File: src/rtl/pipe_cla_adder_if.sv
// -----------------------------------------------------------------------------
// pipe_cla_adder_if
// Purpose : operand/result handshake bundle for pipe_cla_adder.
// Params  : WIDTH - operand/sum width in bits.
// Signals : in_valid/in_ready  - operand beat handshake
//           A, B, Cin, sub     - operands, carry-in, subtract select
//           out_valid/out_ready- result beat handshake
//           S, Cout, OVF       - registered sum, carry-out, signed overflow
//           PG, GG             - word propagate/generate (only when the
//                                CLA_GROUP_PG_EN macro is defined)
// Modports: master drives operands and out_ready; slave is the adder.
// -----------------------------------------------------------------------------
interface pipe_cla_adder_if #(
    parameter int WIDTH = 16
);
    logic             in_valid;
    logic             in_ready;
    logic [WIDTH-1:0] A;
    logic [WIDTH-1:0] B;
    logic             Cin;
    logic             sub;
    logic             out_valid;
    logic             out_ready;
    logic [WIDTH-1:0] S;
    logic             Cout;
    logic             OVF;
`ifdef CLA_GROUP_PG_EN
    logic             PG;
    logic             GG;
`endif

    modport master (
        output in_valid, A, B, Cin, sub, out_ready,
`ifdef CLA_GROUP_PG_EN
        input  PG, GG,
`endif
        input  in_ready, out_valid, S, Cout, OVF
    );

    modport slave (
        input  in_valid, A, B, Cin, sub, out_ready,
`ifdef CLA_GROUP_PG_EN
        output PG, GG,
`endif
        output in_ready, out_valid, S, Cout, OVF
    );
endinterface

File: src/rtl/pipe_cla_adder.sv
// -----------------------------------------------------------------------------
// pipe_cla_adder
// Purpose : two-stage pipelined carry-lookahead adder/subtractor with a
//           valid/ready handshake on both sides.
//           Stage 1 registers per-bit propagate/generate, per-group P/G and
//           the effective carry-in; stage 2 registers S, Cout and OVF.
//           Latency is two edges from input accept to output transfer.
// Ports   : clk   - clock, rising edge
//           rst_n - asynchronous active-low reset
//           bus   - pipe_cla_adder_if.slave (operands, results, handshakes)
// Params  : WIDTH - operand width, multiple of 4 and >= 4.
// Macro   : CLA_GROUP_PG_EN - when defined, word-level PG/GG outputs are
//           produced and registered in stage 2 alongside S.
// -----------------------------------------------------------------------------
module pipe_cla_adder #(
    parameter int WIDTH = 16
) (
    input  logic              clk,
    input  logic              rst_n,
    pipe_cla_adder_if.slave   bus
);
    localparam int GROUP = 4;
    localparam int NGRP  = WIDTH / GROUP;

    generate
        if (WIDTH < GROUP || (WIDTH % GROUP) != 0) begin : g_bad_width
            $error("pipe_cla_adder: WIDTH must be a multiple of 4 and >= 4");
        end
    endgenerate

    // Carries into the four bits of one group, fully flattened.
    function automatic logic [3:0] bit_carries(input logic [3:0] g,
                                               input logic [3:0] p,
                                               input logic       c0);
        logic [3:0] c;
        c[0] = c0;
        c[1] = g[0] | (p[0] & c0);
        c[2] = g[1] | (p[1] & g[0]) | (p[1] & p[0] & c0);
        c[3] = g[2] | (p[2] & g[1]) | (p[2] & p[1] & g[0])
             | (p[2] & p[1] & p[0] & c0);
        return c;
    endfunction

    function automatic logic group_gen(input logic [3:0] g, input logic [3:0] p);
        return g[3] | (p[3] & g[2]) | (p[3] & p[2] & g[1])
             | (p[3] & p[2] & p[1] & g[0]);
    endfunction

    // Group carries as independent sum-of-products terms per group, so no
    // carry depends on the previously computed one.
    function automatic logic [NGRP:0] group_carries(input logic [NGRP-1:0] gg,
                                                    input logic [NGRP-1:0] gp,
                                                    input logic            c0);
        logic [NGRP:0] c;
        logic          t;
        for (int j = 0; j <= NGRP; j++) begin
            t = c0;
            for (int m = 0; m < j; m++) t = t & gp[m];
            c[j] = t;
            for (int k = 0; k < j; k++) begin
                t = gg[k];
                for (int m = k + 1; m < j; m++) t = t & gp[m];
                c[j] = c[j] | t;
            end
        end
        return c;
    endfunction

`ifdef CLA_GROUP_PG_EN
    function automatic logic word_gen(input logic [NGRP-1:0] gg,
                                      input logic [NGRP-1:0] gp);
        logic acc;
        logic t;
        acc = 1'b0;
        for (int k = 0; k < NGRP; k++) begin
            t = gg[k];
            for (int m = k + 1; m < NGRP; m++) t = t & gp[m];
            acc = acc | t;
        end
        return acc;
    endfunction
`endif

    logic             vld_p1, vld_p2;
    logic             s1_adv;
    logic [WIDTH-1:0] bx_p0, p_p0, g_p0;
    logic [NGRP-1:0]  gp_p0, gg_p0;
    logic             cin_p0;
    logic [WIDTH-1:0] p_p1, g_p1;
    logic [NGRP-1:0]  gp_p1, gg_p1;
    logic             cin_p1;
    logic [NGRP:0]    cg_p1;
    logic [WIDTH-1:0] cb_p1, sum_p1;
    logic             ovf_p1;
    logic [WIDTH-1:0] s_p2;
    logic             cout_p2, ovf_p2;

    assign s1_adv        = !vld_p2 || bus.out_ready;
    assign bus.in_ready  = !vld_p1 || s1_adv;
    assign bus.out_valid = vld_p2;
    assign bus.S         = s_p2;
    assign bus.Cout      = cout_p2;
    assign bus.OVF       = ovf_p2;

    // ---- stage 0 -> 1 : bit and group propagate/generate ----
    always_comb begin
        bx_p0  = bus.sub ? ~bus.B : bus.B;
        p_p0   = bus.A ^ bx_p0;
        g_p0   = bus.A & bx_p0;
        cin_p0 = bus.sub | bus.Cin;
        gp_p0  = '0;
        gg_p0  = '0;
        for (int grp = 0; grp < NGRP; grp++) begin
            gp_p0[grp] = &p_p0[grp*GROUP +: GROUP];
            gg_p0[grp] = group_gen(g_p0[grp*GROUP +: GROUP], p_p0[grp*GROUP +: GROUP]);
        end
    end

    always_ff @(posedge clk) begin
        if (bus.in_valid && bus.in_ready) begin
            p_p1   <= p_p0;
            g_p1   <= g_p0;
            gp_p1  <= gp_p0;
            gg_p1  <= gg_p0;
            cin_p1 <= cin_p0;
        end
    end

    // ---- stage 1 -> 2 : lookahead carries and sum ----
    always_comb begin
        cg_p1 = group_carries(gg_p1, gp_p1, cin_p1);
        cb_p1 = '0;
        for (int grp = 0; grp < NGRP; grp++) begin
            cb_p1[grp*GROUP +: GROUP] = bit_carries(g_p1[grp*GROUP +: GROUP],
                                                    p_p1[grp*GROUP +: GROUP],
                                                    cg_p1[grp]);
        end
        sum_p1 = p_p1 ^ cb_p1;
        // Operand MSBs agree exactly when p is 0 there; g then equals them.
        ovf_p1 = !p_p1[WIDTH-1] && (sum_p1[WIDTH-1] != g_p1[WIDTH-1]);
    end

`ifdef CLA_GROUP_PG_EN
    logic pg_p2, gg_p2;
    assign bus.PG = pg_p2;
    assign bus.GG = gg_p2;
`endif

    always_ff @(posedge clk or negedge rst_n) begin
        if (!rst_n) begin
            s_p2    <= '0;
            cout_p2 <= 1'b0;
            ovf_p2  <= 1'b0;
`ifdef CLA_GROUP_PG_EN
            pg_p2   <= 1'b0;
            gg_p2   <= 1'b0;
`endif
        end else if (s1_adv && vld_p1) begin
            s_p2    <= sum_p1;
            cout_p2 <= cg_p1[NGRP];
            ovf_p2  <= ovf_p1;
`ifdef CLA_GROUP_PG_EN
            pg_p2   <= &gp_p1;
            gg_p2   <= word_gen(gg_p1, gp_p1);
`endif
        end
    end

    // ---- valid tracking for both stages ----
    always_ff @(posedge clk or negedge rst_n) begin
        if (!rst_n) begin
            vld_p1 <= 1'b0;
            vld_p2 <= 1'b0;
        end else begin
            if (bus.in_ready) vld_p1 <= bus.in_valid;
            if (s1_adv)       vld_p2 <= vld_p1;
        end
    end
endmodule

File: src/flat_wrapper.sv
// flat-port wrapper written by rule: the top's interface ports become plain ports
module pipe_cla_adder_flat 
#(
    parameter int WIDTH = 16
)
  (clk, rst_n, bus_in_valid, bus_A, bus_B, bus_Cin, bus_sub, bus_out_ready, bus_in_ready, bus_out_valid, bus_S, bus_Cout, bus_OVF);
  pipe_cla_adder_if #(.WIDTH(WIDTH)) bus_i ();
  input  logic clk;
  input  logic rst_n;
  input wire logic [$bits(bus_i.in_valid)-1:0] bus_in_valid;
  input wire logic [$bits(bus_i.A)-1:0] bus_A;
  input wire logic [$bits(bus_i.B)-1:0] bus_B;
  input wire logic [$bits(bus_i.Cin)-1:0] bus_Cin;
  input wire logic [$bits(bus_i.sub)-1:0] bus_sub;
  input wire logic [$bits(bus_i.out_ready)-1:0] bus_out_ready;
  output wire logic [$bits(bus_i.in_ready)-1:0] bus_in_ready;
  output wire logic [$bits(bus_i.out_valid)-1:0] bus_out_valid;
  output wire logic [$bits(bus_i.S)-1:0] bus_S;
  output wire logic [$bits(bus_i.Cout)-1:0] bus_Cout;
  output wire logic [$bits(bus_i.OVF)-1:0] bus_OVF;
  assign bus_i.in_valid = bus_in_valid;
  assign bus_i.A = bus_A;
  assign bus_i.B = bus_B;
  assign bus_i.Cin = bus_Cin;
  assign bus_i.sub = bus_sub;
  assign bus_i.out_ready = bus_out_ready;
  assign bus_in_ready = bus_i.in_ready;
  assign bus_out_valid = bus_i.out_valid;
  assign bus_S = bus_i.S;
  assign bus_Cout = bus_i.Cout;
  assign bus_OVF = bus_i.OVF;
  pipe_cla_adder #(.WIDTH(WIDTH)) u_core (.clk(clk), .rst_n(rst_n), .bus(bus_i));
endmodule
File: config.mk
export PLATFORM = sky130hd
export DESIGN_NAME = pipe_cla_adder_flat
export DESIGN_NICKNAME = d
export VERILOG_FILES = /design/src/rtl/pipe_cla_adder_if.sv /design/src/rtl/pipe_cla_adder.sv /design/src/flat_wrapper.sv
export SDC_FILE = /design/constraint.sdc
export NUM_CORES = 1
export LEC_CHECK = 0
export CORE_MARGIN = 2
export CORE_UTILIZATION = 57
export CTS_CLUSTER_DIAMETER = 40
export DETAILED_ROUTE_END_ITERATION = 8
export DONT_BUFFER_PORTS = 1
export GPL_TIMING_DRIVEN = 0
export MAX_ROUTING_LAYER = met4
export PLACE_DENSITY_LB_ADDON = 0.08
export REMOVE_ABC_BUFFERS = 1
export SYNTH_ARGS = -nofsm -noshare
export SYNTH_HDL_FRONTEND = slang
export SYNTH_SLANG_ARGS = --single-unit
File: constraint.sdc
create_clock -name clk -period 2 [get_ports clk]
set_input_delay 0.2 -clock clk [delete_from_list [all_inputs] [get_ports clk]]
set_output_delay 0.2 -clock clk [all_outputs]
set_load 0.05 [all_outputs]
-- After elaboration in Yosys (flattened, before gate mapping)
Cells that the tools add are included.
- bitwise operators: 117
- mux-type cells: 1
- equality and inequality tests: 1
- reductions and logical operators: 12
- operators by type and width (cell ; count):
    AND 1 bit ; 66
    bitwise OR 1 bit ; 47
    XOR 16 bit ; 2
    AND 16 bit ; 1
    2-to-1 mux 16 bit ; 1
    NOT 16 bit ; 1
    AND reduction 4 bit ; 4
    logical AND 1 bit ; 3
    zero test 1 bit ; 3
    logical OR 1 bit ; 2
    != test 1 bit ; 1
- input port bits: 38
- output and inout port bits: 20
- logic and storage cells: 141
- register bits: 61

-- Depth between registers and ports, before layout
Gate-level depths: netlist (run 1).
- depth after elaboration: 11
- depth in mapped cells: 8
- depth with buffers taken out: 6

-- Worst setup path before layout (run 1)
No wires, ideal clock.
- kind: register -> register
- start point: register u_core.vld_p2, in the netlist u_core.bus.out_valid
- end point: register u_core.cin_p1, enable pin
- data required time: 1.601 ns
- period minus slack after synthesis: 2.718 ns
- buffers on the path: 1
- setup slack: -0.718 ns
- setup time: 0.399 ns
- stages on the path, launching flop included: 5
- arrival: 2.319 ns
- cells stage by stage: dfrtp_1 nor2b_1 clkbuf_1 nand2_1 and2_1
- word-level cells in the longest chain between the ends: 4
- ends and longest elaborated chain (what ; RTL line ; RTL):
    start: declaration ; pipe_cla_adder.sv:84 ; logic vld_p1, vld_p2;
    start signal: assignment ; pipe_cla_adder.sv:176 ; if (s1_adv) vld_p2 <= vld_p1;
    zero test 1 bit ; pipe_cla_adder.sv:98 ; assign s1_adv = !vld_p2 || bus.out_ready;
    logical OR 1 bit ; pipe_cla_adder.sv:98 ;
    logical OR 1 bit ; pipe_cla_adder.sv:99 ; assign bus.in_ready = !vld_p1 || s1_adv;
    net bus_in_ready ; flat_wrapper.sv:16 ; output wire logic [$bits(bus_i.in_ready)-1:0] bus_in_ready;
    logical AND 1 bit ; pipe_cla_adder.sv:120 ; if (bus.in_valid && bus.in_ready) begin
    end signal: assignment ; pipe_cla_adder.sv:125 ; cin_p1 <= cin_p0;
    end: declaration ; pipe_cla_adder.sv:91 ; logic cin_p1;
The timed path passes the listed nets, and every way through them passes these cells.
A chain may end at the register's enable or synchronous reset.

-- Final worst setup path (run 1)
- start point: register u_core.vld_p2, in the netlist u_core.bus.out_valid
- end point: register u_core.gg_p1[2], enable pin
- word-level cells in the longest chain between the ends: 4
- ends and longest elaborated chain (what ; RTL line ; RTL):
    zero test 1 bit ; pipe_cla_adder.sv:98 ;
    logical OR 1 bit ; pipe_cla_adder.sv:98 ;
    logical OR 1 bit ; pipe_cla_adder.sv:99 ;
    net bus_in_ready ; flat_wrapper.sv:16 ;
    logical AND 1 bit ; pipe_cla_adder.sv:120 ;
    end signal: assignment ; pipe_cla_adder.sv:124 ; gg_p1 <= gg_p0;
    end: declaration ; pipe_cla_adder.sv:90 ; logic [NGRP-1:0] gp_p1, gg_p1;
The timed path passes the listed nets, and every way through them passes these cells.

==> parameters.txt, run 1 <==
Parameter                              Value

Synthesis
  Synthesized flop and latch total ... 58
  Netlist area before placement ... 2879 sq um
  Yosys cell types ... 42
  Average instance area after synthesis ... 12.10 sq um
  Number of cells produced by synthesis ... 238
  Warning count from the yosys run ... 0
  Fraction of the yosys area taken by sequential cells ... 57.02%

Die
  X dimension of the die ... 75.07 microns
  Number of top-level pins ... 58
  Die outline height ... 75.07 microns
  Core footprint ... 4786 sq um
  Floorplan die area ... 5636 sq um
  Starting utilization of the core area ... 60.16%
  Num rows ... 25

Critical path
  Crit path max-delay cell type ... and2_4
  Endpoint kind of the worst setup timing path ... flop
  Cell breakdown of the critical path ... nor2b_4, nand2_2, and2_4
  Data arrival time of the critical path ... 1.84 ns
  Source of the critical timing path ... u_core.bus.out_valid$_DFFE_PN0P_
  Startpoint of the most critical register-to-register path ... u_core.bus.out_valid$_DFFE_PN0P_
  Biggest cell delay along the critical path ... 0.53 ns
  Kind of critical path ... reg -> reg
  CP Data Required Time ... 1.96 ns
  CP max FO ... 38
  Critical path buffers and inverters ... 0
  Startpoint type of the worst setup path ... flop
  Delay-heaviest family, CP ... simple AND/OR/NAND/NOR gates

Timing
  Headroom to the max-slew limit ... 39.05%
  Total negative slack for setup checks ... 0 ns
  Tmin final ... 1.877 ns
  Final setup violation count ... 0
  Final Hold Violating Endpoints ... 0
  Worst-margin pin slew ... 0.9112 ns
  Part of the cycle the worst path needs ... 93.87%
  PnR worst setup slack ... 0.1226 ns
  Final slew viol count ... 0
  RSZ-0062 raised after global routing ... false
  Max Clock Freq ... 532.6 MHz
  Fin Clk Skew ... 0.005343 ns

Clock network
  H-Tree Level Count ... 3
  Count of clock tree sinks ... 58
  Number of buffers added by the clock tree synthesis step ... 9
  Setup bufs post-CTS ... 0
  CTS clock-pin slew for the worst setup and hold paths ... 0.06 ns
  Source-to-sink clock delay at the later pin of the worst-skew pair ... 0.32 ns
  Maximum number of buffers from clock root to sink ... 2
  Clk Tree Root Cell ... clkbuf_8
  TritonCTS clock tree ... yes

Finish
  Total Nets Final ... 303
  Layout cells sized above 1 ... 9.639%
  Area growth, synth to finish ... 9.648%
  Area of all placed cells without fillers ... 3157 sq um
  Fill cells ... 357
  Final instance count without filler cells ... 316
  Final core utilization ... 65.96%
  Antenna diode count ... 0

Detailed routing
  Violation count after the first detailed-routing iteration ... 66
  Routed wire per std cell ... 16.28 microns
  Antenna-violating nets left ... 0
  Overall via count from detail_route ... 1863
  DRT Pass-1 Iters ... 4
  Remaining DRCs ... 0
  Via density ... 5.896
  Final Routed Wirelength ... 5145 microns

Placed design
  Post-Place Worst Slack ... -0.6953 ns
  RD Place Congestion ... 0.8385
  Placed cell area ... 2938 sq um
  Total half-perimeter wirelength after legalization and detailed placement ... 3729 microns
  Placed insts ... 299
  I/O Buffers ... 0

Global routing
  Largest net degree at the start of global routing ... 39
  Total gr overflow ... 0
  All-layer global routing usage ... 20.75%
  Antenna violations before repair ... 0
  Number of global-route vias before repair ... 1878
  Global-route wire length before repair ... 8073 microns

Power
  Leak ... 0.001277 uW
  Power per cell area ... 1065 nW/um^2
  IR drop worst, VDD ... 0.6473 mV

Worst hold path
  Hold Crit Class ... in -> reg
  Hold Crit Start ... bus_Cin

Run
  Count of max-cap constraint violations ... 0

Status
  Status ... complete, no violations
==> cells in the final DEF, fill, tap and decap left out, types with 4 or more instances in the layout <==
master / n
o2111ai_1: 5
nor2_1: 6
and4_1: 4
nand3_1: 5
nand2_1: 23
nor2b_1: 7
nand2b_1: 6
o21ai_0: 19
edfxtp_1: 38
inv_1: 7
ha_1: 20
dfrtp_1: 19
a21oi_1: 7
clkbuf_8: 10
xor2_1: 20
==> power breakdown <==
part	total [uW]	internal (uW)	switching, uW
registers	1910	1470	443
clock network	1010	592	415
logic	442	190	252
total	3360	2250	1110
==> area by class of cell <==
type,count,area [sq um],area share (%)
multi-input cells,167,1200,38.01
well taps,67,83.83,2.656
clock buffers,11,141.4,4.479
clock inverters,4,42.54,1.348
repair buffers,2,20.02,0.6342
inverters,7,26.28,0.8323
flip-flops and latches,58,1643,52.04
==> timing repair <==
| action | 4_1_cts | 5_1_grt |
|---|---|---|
| gates resized for setup | 4 | 2 |
| setup endpoints to repair | 44 | 41 |
| endpoints found under the hold margin | 21 | 0 |
| hold buffers | 2 | 0 |
==> synth_stat cells, drive strengths merged <==
master	count	area, sq um
nand2b	6	37.54
a21o	4	32.53
ha	20	250.2
o21bai	2	15.01
xnor2	1	8.760
or4	3	22.52
and4	4	35.03
nand4	3	18.77
inv	7	26.28
o311a	1	10.01
o31ai	1	7.510
clkbuf	3	11.26
nand2	25	101.4
a21boi	1	7.510
nor2b	8	50.05
a2111o	1	11.26
a211oi	3	27.52
o211ai	1	12.51
o2111ai	5	43.79
nand3	5	25.02
and2	1	6.260
or2	1	6.260
o31a	3	26.28
edfxtp	38	1141
or3	1	6.260
a21oi	7	35.03
nor2	7	26.28
o21a	4	31.28
buf	3	15.01
o21ai	22	110.1
a31oi	1	6.260
or3b	1	8.760
xor2	20	175.2
nor3	3	15.01
dfrtp	20	500.5
a221oi	1	8.760
nor4	1	6.260
==> registers in the layout, summed over array words and instances, names as in the netlist, 4 cells and up <==
signal / cells
u_core.p_p1: 16
u_core.g_p1: 13
u_core.gg_p1: 4
u_core.gp_p1: 4
u_core.bus.S: 16
==> cells by family (layout without fill, tap and decap cells) <==
logic type	count (synthesis)	in the layout	synth area share, %
simple gates	69	69	12.69
buf+inv	13	24	1.825
compound gates	57	57	13.39
xor+xnor	21	21	6.389
fa+ha+maj	20	20	8.692
flops	58	58	57.02
==> worst reg2reg max path: stages (launching register included) <==
cell     delay, ns
dfrtp_2       0.52
nor2b_4       0.21
nand2_2       0.27
and2_4        0.53
==> layer usage <==
| metal | wire (microns) | share of wire, % | up-vias | GRT usage (%) |
|---|---|---|---|---|
| met4 | 64 | 1.2 | 0 | 13.89 |
| met3 | 271 | 5.3 | 5 | 4.819 |
| met2 | 2696 | 52 | 57 | 33.72 |
| li1 | - | - | 901 | - |
| met5 | 0 | 0 | - | - |
| met1 | 2112 | 41 | 900 | 22.57 |
==> path summary, 6_finish.rpt <==
kind | endpoint | slack (ns) | cells past startpoint
max | u_core.gg_p1[2]$_DFFE_PP_ | 0.12 | 3
max in group asynchronous | u_core.bus.out_valid$_DFFE_PN0P_ | 0.92 | 1
min | u_core.cin_p1$_DFFE_PP_ | 0.05 | 1
max reg2reg | u_core.gg_p1[2]$_DFFE_PP_ | 0.12 | 3
min reg2reg | u_core.bus.Cout$_DFFE_PN0P_ | 0.52 | 2
min in group asynchronous | u_core.bus.Cout$_DFFE_PN0P_ | 0.45 | 1
==> metrics by stage <==
| stage | total power [uW] | hold WS, ns |
|---|---|---|
| after floorplan | 2242 | -0.09559 |
| after global placement | 2336 | -0.09511 |
| after detailed placement | 2367 | -0.09512 |
| after CTS | 3388 | 0.03417 |
| after global routing | 3535 | 0.03549 |
| final | 3363 | 0.05126 |
Note: power is estimated with default switching activity, not from simulation.
==> inputs of run 2 (changes only) <==
- CORE_ASPECT_RATIO: not set -> 0.75
- CORE_UTILIZATION: 57 -> 59
- CTS_BUF_LIST: not set -> sky130_fd_sc_hd__clkbuf_8
==> run 2 against run 1 <==
  * Power fell by 4.2%
  * Critical endpoint unchanged
  * Count of clock-buffer cells in the layout fell by 2
  * Utilization rose by 2.3 points
  * Largest power group unchanged
  * Clock skew rose by 0.0020 ns
  * Largest cell class unchanged
  * Non-clock buffer count did not move
  * Combinational power rose by 2%
  * Cell count fell by 2.8%
  * Setup slack got worse by 0.0090 ns
  * Die area fell by 3.1%
  * Sequential share of layout area rose by 0.61 points
  * Critical path depth did not move
==> parameters.txt, run 2 (synthesis results as in run 1) <==
Parameter                              Value

Placed design
  Placed cell area ... 2925 sq um (was 2938 sq um)
  Placed insts ... 289 (was 299)
  Total half-perimeter wirelength after legalization and detailed placement ... 3908 microns (was 3729 microns)
  RD Place Congestion ... 0.8825 (was 0.8385)
  I/O Buffers ... 0 (unchanged)

Finish
  Final core utilization ... 68.25% (was 65.96%)
  Area of all placed cells without fillers ... 3120 sq um (was 3157 sq um)
  Leading cell type in the layout, fill and taps excluded ... edfxtp_1 (unchanged)
  Fill cells ... 355 (was 357)
  Area growth, synth to finish ... 8.388% (was 9.648%)
  Total Nets Final ... 303 (unchanged)
  Multi-input combinational cell area ... 1205 sq um (was 1200 sq um)
  Commonest cells after routing, fill and taps aside ... 38 x edfxtp_1, 23 x nand2_1, 20 x xor2_1, 20 x ha_1 (unchanged)
  Final instance count without filler cells ... 307 (was 316)
  Area occupied by registers ... 1643 sq um (unchanged)
  Antenna diode count ... 0 (unchanged)
  Layout cells sized above 1 ... 9.600% (was 9.639%)

Clock network
  H-Tree Level Count ... 3 (unchanged)
  Clk Tree Root Cell ... clkbuf_8 (unchanged)
  Count of clock tree sinks ... 58 (unchanged)
  Number of buffers added by the clock tree synthesis step ... 9 (unchanged)
  CTS clock-pin slew for the worst setup and hold paths ... 0.06 ns (about the same)
  Maximum number of buffers from clock root to sink ... 2 (unchanged)
  Source-to-sink clock delay at the later pin of the worst-skew pair ... 0.33 ns (was 0.32 ns)
  TritonCTS clock tree ... yes (unchanged)
  Setup bufs post-CTS ... 0 (unchanged)

Timing
  Total negative slack for setup checks ... 0 ns (unchanged)
  Part of the cycle the worst path needs ... 94.32% (was 93.87%)
  Headroom to the max-slew limit ... 38.25% (was 39.05%)
  Final setup violation count ... 0 (unchanged)
  Final slew viol count ... 0 (unchanged)
  Final Hold Violating Endpoints ... 0 (unchanged)
  Worst-margin pin slew ... 0.9231 ns (was 0.9112 ns)
  Max Clock Freq ... 530.1 MHz (was 532.6 MHz)
  Fin Clk Skew ... 0.007362 ns (was 0.005343 ns)
  Tmin final ... 1.886 ns (was 1.877 ns)
  RSZ-0062 raised after global routing ... false (unchanged)

Power
  IR drop worst, VDD ... 0.5807 mV (was 0.6473 mV)
  Power per cell area ... 1033 nW/um^2 (was 1065 nW/um^2)
  Leak ... 0.001280 uW (was 0.001277 uW)

Detailed routing
  Violation count after the first detailed-routing iteration ... 138 (was 66)
  Routed wire per std cell ... 17.61 microns (was 16.28 microns)
  Via density ... 6.176 (was 5.896)
  DRT Pass-1 Iters ... 4 (unchanged)
  Antenna-violating nets left ... 0 (unchanged)
  Final Routed Wirelength ... 5407 microns (was 5145 microns)
  Overall via count from detail_route ... 1896 (was 1863)
  Remaining DRCs ... 0 (unchanged)

Critical path
  Data arrival time of the critical path ... 1.86 ns (was 1.84 ns)
  Endpoint kind of the worst setup timing path ... flop (unchanged)
  Biggest cell delay along the critical path ... 0.53 ns (about the same)
  Startpoint type of the worst setup path ... flop (unchanged)
  Crit path max-delay cell type ... and2_4 (unchanged)
  Cell breakdown of the critical path ... nor2b_4, nand2_2, and2_4 (unchanged)
  CP Data Required Time ... 1.97 ns (was 1.96 ns)
  CP max FO ... 38 (unchanged)
  Kind of critical path ... reg -> reg (unchanged)

Die
  Num rows ... 21 (was 25)
  Number of top-level pins ... 58 (unchanged)
  Starting utilization of the core area ... 62.97% (was 60.16%)
  Die outline height ... 64.50 microns (was 75.07 microns)
  Floorplan die area ... 5460 sq um (was 5636 sq um)
  Core footprint ... 4572 sq um (was 4786 sq um)
  X dimension of the die ... 84.66 microns (was 75.07 microns)

Global routing
  Total gr overflow ... 0 (unchanged)
  Number of global-route vias before repair ... 1947 (was 1878)
  Global-route wire length before repair ... 8804 microns (was 8073 microns)
  Antenna violations before repair ... 0 (unchanged)
  Largest net degree at the start of global routing ... 39 (unchanged)
  All-layer global routing usage ... 21.81% (was 20.75%)

Worst hold path
  Hold Crit Class ... in -> reg (unchanged)

Status
  Status ... complete, no violations (unchanged)

Run
  Count of max-cap constraint violations ... 0 (unchanged)
-- run 2: metrics by stage --
step / hold slack [ns] / worst slack [ns] / power (uW)
final: 0.04295 / 0.1135 / 3223
after global routing: 0.02605 / 0.04802 / 3383
after CTS: 0.03075 / 0.04290 / 3235
after detailed placement: -0.09511 / -0.6884 / 2373
after global placement: -0.09512 / -0.9914 / 2336
after floorplan: -0.09559 / -0.6331 / 2242
-- run 2: cell type report --
class                           count  share of cell area [%]
Clock inverter                      7                   1.002
Tap cell                           57                   2.285
Multi-Input combinational cell    167                   38.61
Clock buffer                        9                   3.970
Timing Repair Buffer                2                  0.6415
Inverter                            7                  0.8420
Sequential cell                    58                   52.65
-- run 2: report_power, final --
group	total [uW]	internal (uW)	switching [uW]	leakage, uW
clock network	856	425	431	0.0000963
registers	1920	1470	446	0.000611
logic	449	191	258	0.000572
total	3220	2090	1130	0.00128
-- run 2: what timing repair did --
item	CTS	global route
setup endpoints to repair	44	41
gates resized for setup	4	2
hold buffers	2	0
endpoints found under the hold margin	21	0
-- run 2: critical path: cells and delay by family (launching register included) --
kind             cells  cell delay [ns]
flip-flops           1             0.52
AND/OR/NAND/NOR      3             0.99
-- run 2: path summary, 6_finish.rpt --
| kind | from | end | slack [ns] | cells after the start |
|---|---|---|---|---|
| hold / removal | bus_Cin | u_core.cin_p1$_DFFE_PP_ | 0.04 | 1 |
| max in group asynchronous | rst_n | u_core.bus.out_valid$_DFFE_PN0P_ | 0.92 | 1 |
| setup / recovery | u_core.bus.out_valid$_DFFE_PN0P_ | u_core.gg_p1[2]$_DFFE_PP_ | 0.11 | 3 |
| setup reg to reg | u_core.bus.out_valid$_DFFE_PN0P_ | u_core.gg_p1[2]$_DFFE_PP_ | 0.11 | 3 |
| hold reg to reg | u_core.p_p1[6]$_DFFE_PP_ | u_core.bus.S[6]$_DFFE_PN0P_ | 0.55 | 2 |
| min in group asynchronous | rst_n | u_core.bus.S[3]$_DFFE_PN0P_ | 0.45 | 1 |
-- run 2: per-layer routing --
layer / share of wire [%] / wire length (microns) / global-route usage [%]
met4: 2.1 / 112 / 8.333
met2: 50 / 2708 / 35.24
met3: 7.4 / 399 / 9.045
met5: 0 / 0 / -
met1: 40 / 2187 / 24.53
==> inputs of run 3 (changes only) <==
- CORE_MARGIN: 2 -> 5
- REMOVE_ABC_BUFFERS: 1 -> not set
==> run 3 against run 2 <==
  * First-iteration DRC count is 8.7% lower
  * Die area is 17% higher
  * Non-clock buffer count is 6 higher
  * Utilization is 1.3 points lower
  * Sequential power hardly changed
  * Routed wire length is 7.2% higher
  * Setup slack better by 0.055 ns
  * Worst hold slack better by 0.0041 ns
  * Clock skew is 0.0013 ns higher
  * Cell area is 3.4% higher
==> parameters.txt, run 3 (synthesis results as in run 1) <==
Parameter                              Value

Clock network
  Maximum number of buffers from clock root to sink ... 2 (unchanged)
  H-Tree Level Count ... 3 (unchanged)
  CTS clock-pin slew for the worst setup and hold paths ... 0.06 ns (about the same)
  Source-to-sink clock delay at the later pin of the worst-skew pair ... 0.33 ns (about the same)
  Number of buffers added by the clock tree synthesis step ... 9 (unchanged)
  Clk Tree Root Cell ... clkbuf_8 (unchanged)
  TritonCTS clock tree ... yes (unchanged)
  Count of clock tree sinks ... 58 (unchanged)

Worst hold path
  Hold depth ... 1 (unchanged)
  Hold Crit Start ... bus_Cin (unchanged)
  End point of the worst hold path ... u_core.cin_p1$_DFFE_PP_ (unchanged)
  Hold Crit Class ... in -> reg (unchanged)

Timing
  Worst-margin pin slew ... 0.9314 ns (was 0.9231 ns)
  Final Hold Violating Endpoints ... 0 (unchanged)
  Part of the cycle the worst path needs ... 91.59% (was 94.32%)
  Max Clock Freq ... 545.9 MHz (was 530.1 MHz)
  Headroom to the max-slew limit ... 37.70% (was 38.25%)
  Final slew viol count ... 0 (unchanged)
  RSZ-0062 raised after global routing ... false (unchanged)
  Final setup violation count ... 0 (unchanged)
  Tmin final ... 1.832 ns (was 1.886 ns)
  Fin Clk Skew ... 0.008630 ns (was 0.007362 ns)

Detailed routing
  Antenna-violating nets left ... 0 (unchanged)
  Violation count after the first detailed-routing iteration ... 126 (was 138)
  Remaining DRCs ... 0 (unchanged)
  Final Routed Wirelength ... 5795 microns (was 5407 microns)
  Overall via count from detail_route ... 1913 (was 1896)
  Routed wire per std cell ... 18.28 microns (was 17.61 microns)
  DRT Pass-1 Iters ... 4 (unchanged)
  Via density ... 6.035 (was 6.176)

Critical path
  End of the worst register-to-register path ... u_core.g_p1[4]$_DFFE_PP_ (was u_core.gg_p1[2]$_DFFE_PP_)
  Startpoint of the most critical register-to-register path ... u_core.bus.out_valid$_DFFE_PN0P_ (unchanged)
  Critical path buffers and inverters ... 1 (was 0)
  Kind of critical path ... reg -> reg (unchanged)
  Path length in cells of the critical path ... 4 (was 3)
  Data arrival time of the critical path ... 1.90 ns (was 1.86 ns)
  Delay-heaviest family, CP ... simple AND/OR/NAND/NOR gates (unchanged)
  Cell breakdown of the critical path ... nor2b_1, clkbuf_1, nand2_4, and2_4 (was nor2b_4, nand2_2, and2_4)
  Reg2Reg Setup Slack ... 0.17 ns (was 0.11 ns)
  Endpoint kind of the worst setup timing path ... flop (unchanged)
  Depth of the worst register-to-register path ... 4 (was 3)
  Crit path max-delay cell type ... dfrtp_2 (was and2_4)
  Biggest cell delay along the critical path ... 0.53 ns (about the same)
  Startpoint type of the worst setup path ... flop (unchanged)
  CP max FO ... 19 (was 38)
  CP Data Required Time ... 2.06 ns (was 1.97 ns)

Finish
  Total Nets Final ... 310 (was 303)
  Antenna diode count ... 0 (unchanged)
  Multi-input combinational cell area ... 1204 sq um (was 1205 sq um)
  Fill cells ... 339 (was 355)
  Area occupied by registers ... 1643 sq um (unchanged)
  Leading cell type in the layout, fill and taps excluded ... edfxtp_1 (unchanged)
  Final instance count without filler cells ... 317 (was 307)
  Commonest cells after routing, fill and taps aside ... 38 x edfxtp_1, 23 x nand2_1, 20 x xor2_1, 20 x ha_1 (unchanged)
  Area growth, synth to finish ... 12.08% (was 8.388%)
  Layout cells sized above 1 ... 10.51% (was 9.600%)

Placed design
  Total half-perimeter wirelength after legalization and detailed placement ... 4178 microns (was 3908 microns)
  Placed insts ... 298 (was 289)
  RD Place Congestion ... 0.8694 (was 0.8825)
  I/O Buffers ... 0 (unchanged)

Die
  X dimension of the die ... 90.66 microns (was 84.66 microns)
  Num rows ... 22 (was 21)
  Core footprint ... 4817 sq um (was 4572 sq um)
  Die outline height ... 70.50 microns (was 64.50 microns)
  Starting utilization of the core area ... 59.77% (was 62.97%)
  Number of top-level pins ... 58 (unchanged)
  Floorplan die area ... 6391 sq um (was 5460 sq um)

Power
  Power per cell area ... 1130 nW/um^2 (was 1033 nW/um^2)
  Leak ... 0.001316 uW (was 0.001280 uW)
  Tot Pwr ... 3646 uW (was 3223 uW)
  IR drop worst, VDD ... 0.9129 mV (was 0.5807 mV)

Global routing
  Number of global-route vias before repair ... 1897 (was 1947)
  Total gr overflow ... 0 (unchanged)
  Global-route wire length before repair ... 9508 microns (was 8804 microns)
  Largest net degree at the start of global routing ... 21 (was 39)
  All-layer global routing usage ... 19.99% (was 21.81%)
  Antenna violations before repair ... 0 (unchanged)

Run
  Count of max-cap constraint violations ... 0 (unchanged)

Synthesis
  Synthesized Nets ... 296

Status
  Status ... complete, no violations (unchanged)
[run 3: cell types whose count changed in the layout (fill, tap and decap cells not counted), sizes merged]
cell,delta
and2,+1
buf,+3
bufinv,+3
clkbuf,+3
clkinv,-2
clkinvlp,+1
inv,-2
[run 3: where the power goes]
part | total [uW] | leakage [uW] | switching (uW) | internal, uW
Clock | 1260 | 0.000116 | 444 | 814
Combinational | 469 | 0.000589 | 272 | 196
Sequential | 1920 | 0.000611 | 449 | 1470
[run 3: worst max-delay path by stage]
stage | from | end | slack (ns)
after floorplan | u_core.bus.out_valid$_DFFE_PN0P_ | u_core.cin_p1$_DFFE_PP_ | 0.03
after global placement | u_core.bus.out_valid$_DFFE_PN0P_ | u_core.g_p1[14]$_DFFE_PP_ | -0.20
after detailed placement | u_core.bus.out_valid$_DFFE_PN0P_ | u_core.p_p1[11]$_DFFE_PP_ | -0.19
after CTS | u_core.bus.out_valid$_DFFE_PN0P_ | u_core.g_p1[4]$_DFFE_PP_ | 0.06
after global routing | u_core.bus.out_valid$_DFFE_PN0P_ | u_core.g_p1[4]$_DFFE_PP_ | 0.07
final | u_core.bus.out_valid$_DFFE_PN0P_ | u_core.g_p1[4]$_DFFE_PP_ | 0.17
[run 3: timing repair]
item                       CTS  global route
pin swaps                    1             0
hold buffers                 2             0
hold endpoints to repair    21             0
gates resized for setup      2             1
setup endpoints to repair   38            38
cloned                       1             0
buffers inserted             0             0
[run 3: per-layer routing]
layer / routed length, microns / global-route usage (%) / part of all wire, % / vias to the layer above
met5: 0 / - / 0 / -
met4: 90 / 9.091 / 1.6 / 0
met3: 507 / 6.889 / 8.7 / 6
met2: 2481 / 26.11 / 43 / 95
met1: 2716 / 27.79 / 47 / 893
li1: - / - / - / 919
[run 3: layout make-up]
type                    count  share of cell area, %
plain buffers               6                 0.8143
clock buffers               9                  3.839
clock inverters             7                  3.373
inverters                   7                 0.8143
multi-input cells         168                  37.30
flip-flops and latches     58                  50.91
well taps                  60                  2.326
repair buffers              2                 0.6204
[run 3: through the flow]
stage / setup slack, ns / area, sq um / hold WS [ns] / utilization [%] / TNS (ns)
finish: 0.1682 / 3227 / 0.04700 / 66.99 / 0
floorplan: 0.03440 / 2884 / -0.09559 / - / 0
global route: 0.06857 / 3227 / 0.03981 / 66.99 / 0
CTS: 0.06452 / 3222 / 0.03460 / 66.88 / 0
global placement: -0.2007 / 2959 / -0.09503 / 61.43 / -7.547
detailed placement: -0.1942 / 2959 / -0.09501 / 61.43 / -7.288
==> patch (config.mk and constraints of run 1) <==
`WIDTH` is set to 16 in 3 places; all go to 20.
--- a/src/rtl/pipe_cla_adder_if.sv
+++ b/src/rtl/pipe_cla_adder_if.sv
@@ -13,3 +13,3 @@
 interface pipe_cla_adder_if #(
-    parameter int WIDTH = 16
+    parameter int WIDTH = 20
 );
--- a/src/rtl/pipe_cla_adder.sv
+++ b/src/rtl/pipe_cla_adder.sv
@@ -15,3 +15,3 @@
 module pipe_cla_adder #(
-    parameter int WIDTH = 16
+    parameter int WIDTH = 20
 ) (
--- a/src/flat_wrapper.sv
+++ b/src/flat_wrapper.sv
@@ -3,3 +3,3 @@
 #(
-    parameter int WIDTH = 16
+    parameter int WIDTH = 20
 )
Ports: changed (resized bus_A, bus_B and bus_S); port bits go from 58 to 70. No check against the original RTL was run, so the function may have changed too.
==> patch against run 1 <==
  * Sequential share of layout area rose by 1.7 points
  * Worst setup slack got worse by 0.086 ns
  * Total power rose by 19%
  * Sequential cell count rose by 13
  * Routed wire length rose by 5.9%
  * Cell area rose by 19%
  * Synthesized area rose by 16%
  * Fmax fell by 4.4%
  * Critical path type unchanged
==> patch: results (changes against run 1) <==
[route]
wl_met2_um = 2660  ; was 2700 um
met3_length_um = 288  ; was 271 um
wl_per_cell_um = 15.9  ; was 16.3 um
via_per_inst = 5.62  ; was 5.90
drt_iter0_markers = 106  ; was 66
drt-met1-wl_um = 2390  ; was 2110 um

[global_routing]
grt_max_degree = 40  ; was 39
gr-usage-met2 = 0.288  ; was 0.337
grt_use_met1 = 0.216  ; was 0.226
grt_pass1_wl_um = 8400  ; was 8070 um
grt_pass1_vias = 1856  ; was 1,878
grt_use_met3 = 0.0573  ; was 0.0482

[final_layout]
stdcell_count = 343  ; was 316
fillers = 430  ; was 357
drive_above_1_share = 0.133  ; was 0.0964

[synthesis]
synthMuxAreaShare = 0.0169  ; was 0
synth_area_leaders = edfxtp_1 42%, dfrtp_1 18%, ha_1 9.4%  ; was edfxtp_1 40%, dfrtp_1 17%, ha_1 8.7%
yosysTopAreaCellShare = 0.423  ; was 0.396
synth-compound-area-share = 0.106  ; was 0.134
synth_edf_count = 47  ; was 38
yosys.area_share.adder = 0.0937  ; was 0.0869
async_flop_share = 0.338  ; was 0.345
syn_avg_cell_area_sq_um = 13.3  ; was 12.1 sq um
synth_xor_area_frac = 0.0892  ; was 0.0639

[pwr]
p_leak_nw = 1.52  ; was 1.28 nW
powerSeq_mw = 2.39  ; was 1.91 mW
switchingPower_mw = 1.34  ; was 1.11 mW
finalPower_mw = 4.01  ; was 3.36 mW
p_clk_mw = 1.10  ; was 1.01 mW
ir_drop_mv = 0.651  ; was 0.647 mV

[status]
status = complete, no violations  ; unchanged

[setup_path]
cp_max_fo = 7  ; was 38
arrival_ns = 2.06  ; was 1.84 ns
worstReg2RegEnd = u_core.gg_p1[0]  ; was u_core.gg_p1[2]
slowest_delay_ns = 0.57  ; was 0.53 ns

[timing]
setup_ws_ns = 0.0368  ; was 0.123 ns
worst_pin_slew_ns = 0.696  ; was 0.911 ns
worst_hold_slack_ns = 0.0366  ; was 0.0513 ns
skew_ns = 0.00673  ; was 0.00534 ns

[placed_design]
dp_hpwl_um = 3660  ; was 3730 um
dp.cells = 318  ; was 299
post_dp_cell_area_sq_um = 3430  ; was 2940 sq um
place_ws_ns = -0.339  ; was -0.695 ns
gp_congestion = 0.735  ; was 0.839

[clocking]
cts_resized = 3  ; was 4
path_clk_slew_ns = 0.07

[patch: cell types whose count changed after synthesis, moves of 4 or more]
cell       change
dfrtp_1        +4
edfxtp_1       +9
ha_1           +5
inv_1          -7
mux2_2         +5
nand2_1        -4
nand3_1        -5
o2111ai_1      -5
o21ai_0        +6
xor2_1        +12
[patch: kinds of logic after synthesis]
group	Yosys count
xor gates and xnor gates	34
DFF	71
buffers and inverters	6
and+or+nand+nor	55
AOI/OAI and AO/OA	55
muxes	5
adders and majority gates	25
[patch: area by class of cell]
| cell class | instances | area (sq um) | share of cell area |
|---|---|---|---|
| clock buffers | 11 | 141 | 0.0377 |
| clock inverters | 5 | 47.5 | 0.0127 |
| multi-input cells | 175 | 1320 | 0.353 |
| flip-flops and latches | 71 | 2010 | 0.537 |
| well taps | 72 | 90.1 | 0.0240 |
| repair buffers | 9 | 130 | 0.0347 |
